### src/rtl/matrix_pkg.sv
// Shared definitions for the matrix-operation blocks (loader, det_4x4, ...).
// Grid element (r,c) lives at index r*4+c, packed MSB-first into a 128-bit word.
package matrix_pkg;
   localparam int DATA_W  = 8;
   localparam int MAX_DIM = 4;
   localparam int PACK_W  = MAX_DIM * MAX_DIM * DATA_W;

   localparam logic [1:0] SIZE_2X2 = 2'b00;
   localparam logic [1:0] SIZE_3X3 = 2'b01;
   localparam logic [1:0] SIZE_4X4 = 2'b10;

   typedef enum logic [1:0] {
      ST_IDLE = 2'd0,
      ST_LOAD = 2'd1,
      ST_HOLD = 2'd2
   } loader_state_t;

   // Bit offset of grid element (row,col): (15 - (row*4+col)) * 8.
   function automatic logic [6:0] pack_index(input logic [1:0] row, input logic [1:0] col);
      logic [3:0] idx;
      idx = {row, col};
      return {4'd15 - idx, 3'b000};
   endfunction
endpackage

### src/rtl/matrix_index_counter.sv
// Row-major row/col walker over an n x n block; last flags element (n-1,n-1).
module matrix_index_counter
   import matrix_pkg::*;
(
   input  logic       clk,
   input  logic       rst,
   input  logic       clear,
   input  logic       inc,
   input  logic [2:0] dim,
   output logic [1:0] row,
   output logic [1:0] col,
   output logic       last
);
   logic col_end;

   assign col_end = ({1'b0, col} == dim - 3'd1);
   assign last    = col_end && ({1'b0, row} == dim - 3'd1);

   always_ff @(posedge clk or posedge rst) begin
      if (rst) begin
         row <= 2'd0;
         col <= 2'd0;
      end else if (clear) begin
         row <= 2'd0;
         col <= 2'd0;
      end else if (inc) begin
         // Wrapping after the last element keeps the index inside n*n-1.
         if (last) begin
            row <= 2'd0;
            col <= 2'd0;
         end else if (col_end) begin
            row <= row + 2'd1;
            col <= 2'd0;
         end else begin
            col <= col + 2'd1;
         end
      end
   end
endmodule

### src/rtl/matrix_loader.sv
// Collects a 2x2/3x3/4x4 signed matrix element-by-element (row-major) and
// presents it packed on a valid/ready output, frozen until accepted.
module matrix_loader
   import matrix_pkg::*;
(
   input  logic                clk,
   input  logic                rst,
   input  logic                start,
   input  logic [1:0]          size,
   input  logic                abort,
   input  logic [DATA_W-1:0]   in_data,
   input  logic                in_valid,
   output logic                in_ready,
   output logic [PACK_W-1:0]   A,
   output logic                a_valid,
   input  logic                a_ready,
   output logic                busy,
   output logic                err
);
   // Handshakes: a transfer happens on a rising edge where valid and ready
   // are both high; ready/valid are registered and abort overrides both.
   localparam logic [1:0] S_IDLE = ST_IDLE;
   localparam logic [1:0] S_LOAD = ST_LOAD;
   localparam logic [1:0] S_HOLD = ST_HOLD;

   logic [1:0] state;
   logic [2:0] n;
   logic [1:0] row;
   logic [1:0] col;
   logic       last;
   logic       cnt_clear;
   logic       cnt_inc;
   logic [2:0] n_next;

   always_comb begin
      n_next = 3'd4;
      case (size)
         SIZE_2X2: n_next = 3'd2;
         SIZE_3X3: n_next = 3'd3;
         default:  n_next = 3'd4;
      endcase
   end

   assign cnt_clear = abort || ((state == S_IDLE) && start);
   assign cnt_inc   = !abort && (state == S_LOAD) && in_valid && in_ready;

   matrix_index_counter u_counter (
      .clk   (clk),
      .rst   (rst),
      .clear (cnt_clear),
      .inc   (cnt_inc),
      .dim   (n),
      .row   (row),
      .col   (col),
      .last  (last)
   );

   always_ff @(posedge clk or posedge rst) begin
      if (rst) begin
         state    <= S_IDLE;
         n        <= 3'd4;
         A        <= '0;
         a_valid  <= 1'b0;
         in_ready <= 1'b0;
         busy     <= 1'b0;
         err      <= 1'b0;
      end else begin
         err <= 1'b0;
         if (abort) begin
            state    <= S_IDLE;
            A        <= '0;
            a_valid  <= 1'b0;
            in_ready <= 1'b0;
            busy     <= 1'b0;
         end else begin
            case (state)
               S_IDLE: begin
                  if (start) begin
                     if (size == 2'b11) begin
                        err <= 1'b1;
                     end else begin
                        n        <= n_next;
                        A        <= '0;
                        state    <= S_LOAD;
                        in_ready <= 1'b1;
                        busy     <= 1'b1;
                     end
                  end
               end
               S_LOAD: begin
                  if (in_valid && in_ready) begin
                     A[pack_index(row, col) +: DATA_W] <= in_data;
                     if (last) begin
                        state    <= S_HOLD;
                        in_ready <= 1'b0;
                        a_valid  <= 1'b1;
                     end
                  end
               end
               S_HOLD: begin
                  if (a_ready) begin
                     state   <= S_IDLE;
                     a_valid <= 1'b0;
                     busy    <= 1'b0;
                  end
               end
               default: begin
                  state    <= S_IDLE;
                  a_valid  <= 1'b0;
                  in_ready <= 1'b0;
                  busy     <= 1'b0;
               end
            endcase
         end
      end
   end
endmodule

### config.mk
export PLATFORM = sky130hd
export DESIGN_NAME = matrix_loader
export DESIGN_NICKNAME = d
export VERILOG_FILES = /design/src/rtl/matrix_pkg.sv /design/src/rtl/matrix_index_counter.sv /design/src/rtl/matrix_loader.sv
export SDC_FILE = /design/constraint.sdc
export NUM_CORES = 1
export LEC_CHECK = 0
export ABC_AREA = 0
export CAP_MARGIN = 20
export CORE_MARGIN = 5
export CORE_UTILIZATION = 50
export DETAILED_ROUTE_END_ITERATION = 6
export GPL_TIMING_DRIVEN = 0
export PLACE_DENSITY = 0.8
export SYNTH_ARGS = -nofsm -noshare
export SYNTH_HDL_FRONTEND = slang
export SYNTH_SLANG_ARGS = --single-unit
### constraint.sdc
create_clock -name clk -period 8.3 [get_ports clk]
set_clock_uncertainty 0.1 [all_clocks]
set_input_delay 0.83 -clock clk [delete_from_list [all_inputs] [get_ports clk]]
set_output_delay 0.83 -clock clk [all_outputs]
set_load 0.05 [all_outputs]
==> results.py <==
metrics = {
    "outcome": {
        "status": "finished clean",
    },
    "global_route": {
        "grt_util_met3": 0.0529,
        "grt_util_met1": 0.339,
        "grt_max_degree": 97,
        "antenna_found_initial": 0,
        "grt_pass1_wl_um": 29400,
        "grt_pass1_vias": 5361,
        "met2_usage": 0.413,
        "grt_use_total": 0.256,
        "top_usage_layer": "met2",
        "gr-total-overflow": 0,
    },
    "sta": {
        "min_period_ps": 2730,
        "post-route-period-util": 0.328,
        "tns_ps": 0,
        "layout_setup_ws_ps": 5570,
        "tightest_slew_ps": 792,
        "setup_viol": 0,
        "slew_violations": 0,
        "hold_viol": 0,
        "grt_setup_unrepaired": "no",
        "max_clock_freq_mhz": 367,
        "slew_headroom": 0.472,
    },
    "clock_tree": {
        "cts.sinks": 141,
        "cts_hold_buf": 0,
        "cts_resized": 0,
        "clock_latency_ps": 420,
        "cts_setup_buffers": 0,
        "cts_root_buf": "clkbuf_16",
        "clockBufferDepth": 2,
        "cts_max_level": 4,
        "clkTransAtPathRegs_ps": 60,
        "cts_buffers": 17,
        "cts_tree": "done",
    },
    "critical_path": {
        "crit_type": "in2reg",
        "startpoint_type": "input port",
        "required_ps": 8460,
        "crit_arrival_ps": 2880,
        "path_cells": "clkdlybuf4s50_1, buf_2, or3b_4, buf_6, nor2_1, a211oi_2, o22ai_1",
        "worst_path_max_delay_cell": "a211oi_2",
        "crit_fanout": 10,
        "end_kind": "flop",
        "slowest_delay_ps": 580,
    },
    "floorplanning": {
        "die_x_um": 122,
        "num_io_pins": 148,
        "initial_utilization": 0.515,
        "dieHeight_um": 122,
        "core_area_um2": 12200,
        "die_area_um2": 14900,
        "rows": 40,
    },
    "power": {
        "seq_power_share": 0.427,
        "p_comb_frac": 0.076,
        "p_int_mw": 1.25,
        "peakVddDrop_uv": 106,
        "clkPwrFrac": 0.497,
        "p_sw_frac": 0.238,
        "p_leak_nw": 3.63,
        "power_density_nw_per_um2": 192,
        "p_sw_mw": 0.391,
    },
    "yosys": {
        "synth_ff_type": "dfrtp_1",
        "ys_warn_count": 0,
        "syn_area_per_cell_um2": 11.4,
        "synth-edff-count": 0,
        "synth_seq_cells": 141,
        "netlist-cell-type-count": 66,
        "ys_seq_area_frac": 0.564,
        "syn_nets": 573,
        "syn_area_um2": 6260,
        "ys_async_sr_fraction": 1.00,
        "syn_inst": 551,
    },
    "placed_design": {
        "place.gp.congestion": 0.930,
        "portBuffers": 139,
        "dpl.hpwl_um": 12900,
        "dpl_worst_slack_ps": 5220,
    },
    "worst_hold_path": {
        "worstHoldPathType": "reg2reg",
    },
    "detailed_routing": {
        "routed_wl_um": 18600,
        "ant_nets": 0,
        "vias": 5242,
        "vias_per_cell": 5.88,
        "route.detailed.drc": 0,
        "drt_iter0_drc": 496,
        "avgRoutedWirePerCell_um": 20.8,
        "firstDrtPassIters": 6,
    },
    "finish": {
        "antenna_cells": 0,
        "area_growth_syn_to_layout_pct": 36.3,
        "mostFrequentLayoutCell": "dfrtp_1",
        "fin_nets": 732,
        "drive_above_1_share": 0.123,
        "mostFrequentLayoutCells": "dfrtp_1, clkdlybuf4s50_1, a22o_1",
    },
    "job": {
        "drv_cap": 0,
    },
}
## power groups by stage
stage	sequential [mW]	combinational, mW	clock, mW
2_1_floorplan	0.719	0.0784	0
3_3_place_gp	0.712	0.119	0
3_5_place_dp	0.713	0.125	0
4_1_cts	0.700	0.125	0.827
5_1_grt	0.701	0.137	0.856
6_report	0.700	0.125	0.816
## cells by family after synthesis
group / share of synthesized area
xor gates and xnor gates: 0.00839
and+or+nand+nor: 0.0991
adders and majority gates: 0.0120
buffers and inverters: 0.0650
AOI/OAI and AO/OA: 0.252
DFF: 0.564
## stage by stage
step                      hold WS [ps]  instance area (um2)  instances   util  power, mW
after global routing               394                 8530        891  0.702       1.69
after detailed placement           372                 7890        859  0.649      0.838
after global placement             360                 7860        858  0.646      0.831
after CTS                          382                 8530        891  0.702       1.65
final                              377                 8530        891  0.702       1.64
after floorplan                    349                 6260        551      -      0.798
## area by class of cell
class	count	area (um2)
multi-input combinational	313	2320
tap	168	210
clock buffer	19	453
inverter	66	253
sequential	141	3530
fill	892	3630
clock inverter	13	186
buffer	31	159
timing repair buffer	140	1420
## synth_stat cells (3+ instances only)
cell | n | area [um2]
nand2_1 | 34 | 128
ha_1 | 6 | 75.1
clkbuf_2 | 3 | 15.0
o21ai_2 | 3 | 26.3
o21ai_0 | 12 | 60.1
nand3b_1 | 3 | 22.5
nor3_1 | 11 | 55.1
nand2b_1 | 3 | 18.8
xor2_1 | 4 | 35.0
a21oi_1 | 17 | 85.1
buf_2 | 13 | 65.1
buf_1 | 8 | 30.0
nor2b_1 | 5 | 31.3
clkbuf_1 | 3 | 11.3
a211oi_2 | 5 | 62.6
nor2_1 | 10 | 37.5
inv_1 | 66 | 248
and2_1 | 4 | 25.0
a32oi_1 | 9 | 78.8
nand3_1 | 6 | 30.0
a21o_1 | 7 | 52.6
o22ai_1 | 48 | 300
a22o_1 | 72 | 631
a21oi_2 | 3 | 26.3
dfrtp_1 | 140 | 3500
## critical path: cells and delay by family
kind	cells	cell delay, ps
AND/OR/NAND/NOR	2	300
buffers and inverters	3	940
AO/OA/AOI/OAI	2	810
## layer usage
layer	up-vias	routed length, um
met5	-	0
met2	233	9080
met4	0	460
li1	2340	-
met1	2630	7930
met3	39	1100
## flip-flops by register name (all words and copies together) (netlist names)
| signal | cells |
|---|---|
| state | 2 |
| err | 1 |
| A | 128 |
| in_ready | 1 |
| u_counter.col | 2 |
| u_counter.row | 2 |
| a_valid | 1 |
| n | 3 |
| busy | 1 |
## path summary, 6_finish.rpt
check / start / to / slack, ps / cells past startpoint
hold / removal: n[2]$_DFFE_PP1P_ / n[2]$_DFFE_PP1P_ / 380 / 2
max in group asynchronous: rst / n[2]$_DFFE_PP1P_ / 6600 / 3
setup / recovery: abort / A[91]$_DFFE_PP0P_ / 5570 / 7
min in group asynchronous: rst / A[83]$_DFFE_PP0P_ / 700 / 2
setup reg to reg: u_counter.col[0]$_DFFE_PP0P_ / A[91]$_DFFE_PP0P_ / 5810 / 5
hold reg to reg: n[2]$_DFFE_PP1P_ / n[2]$_DFFE_PP1P_ / 380 / 2
Power figures use the tool's default switching activity.
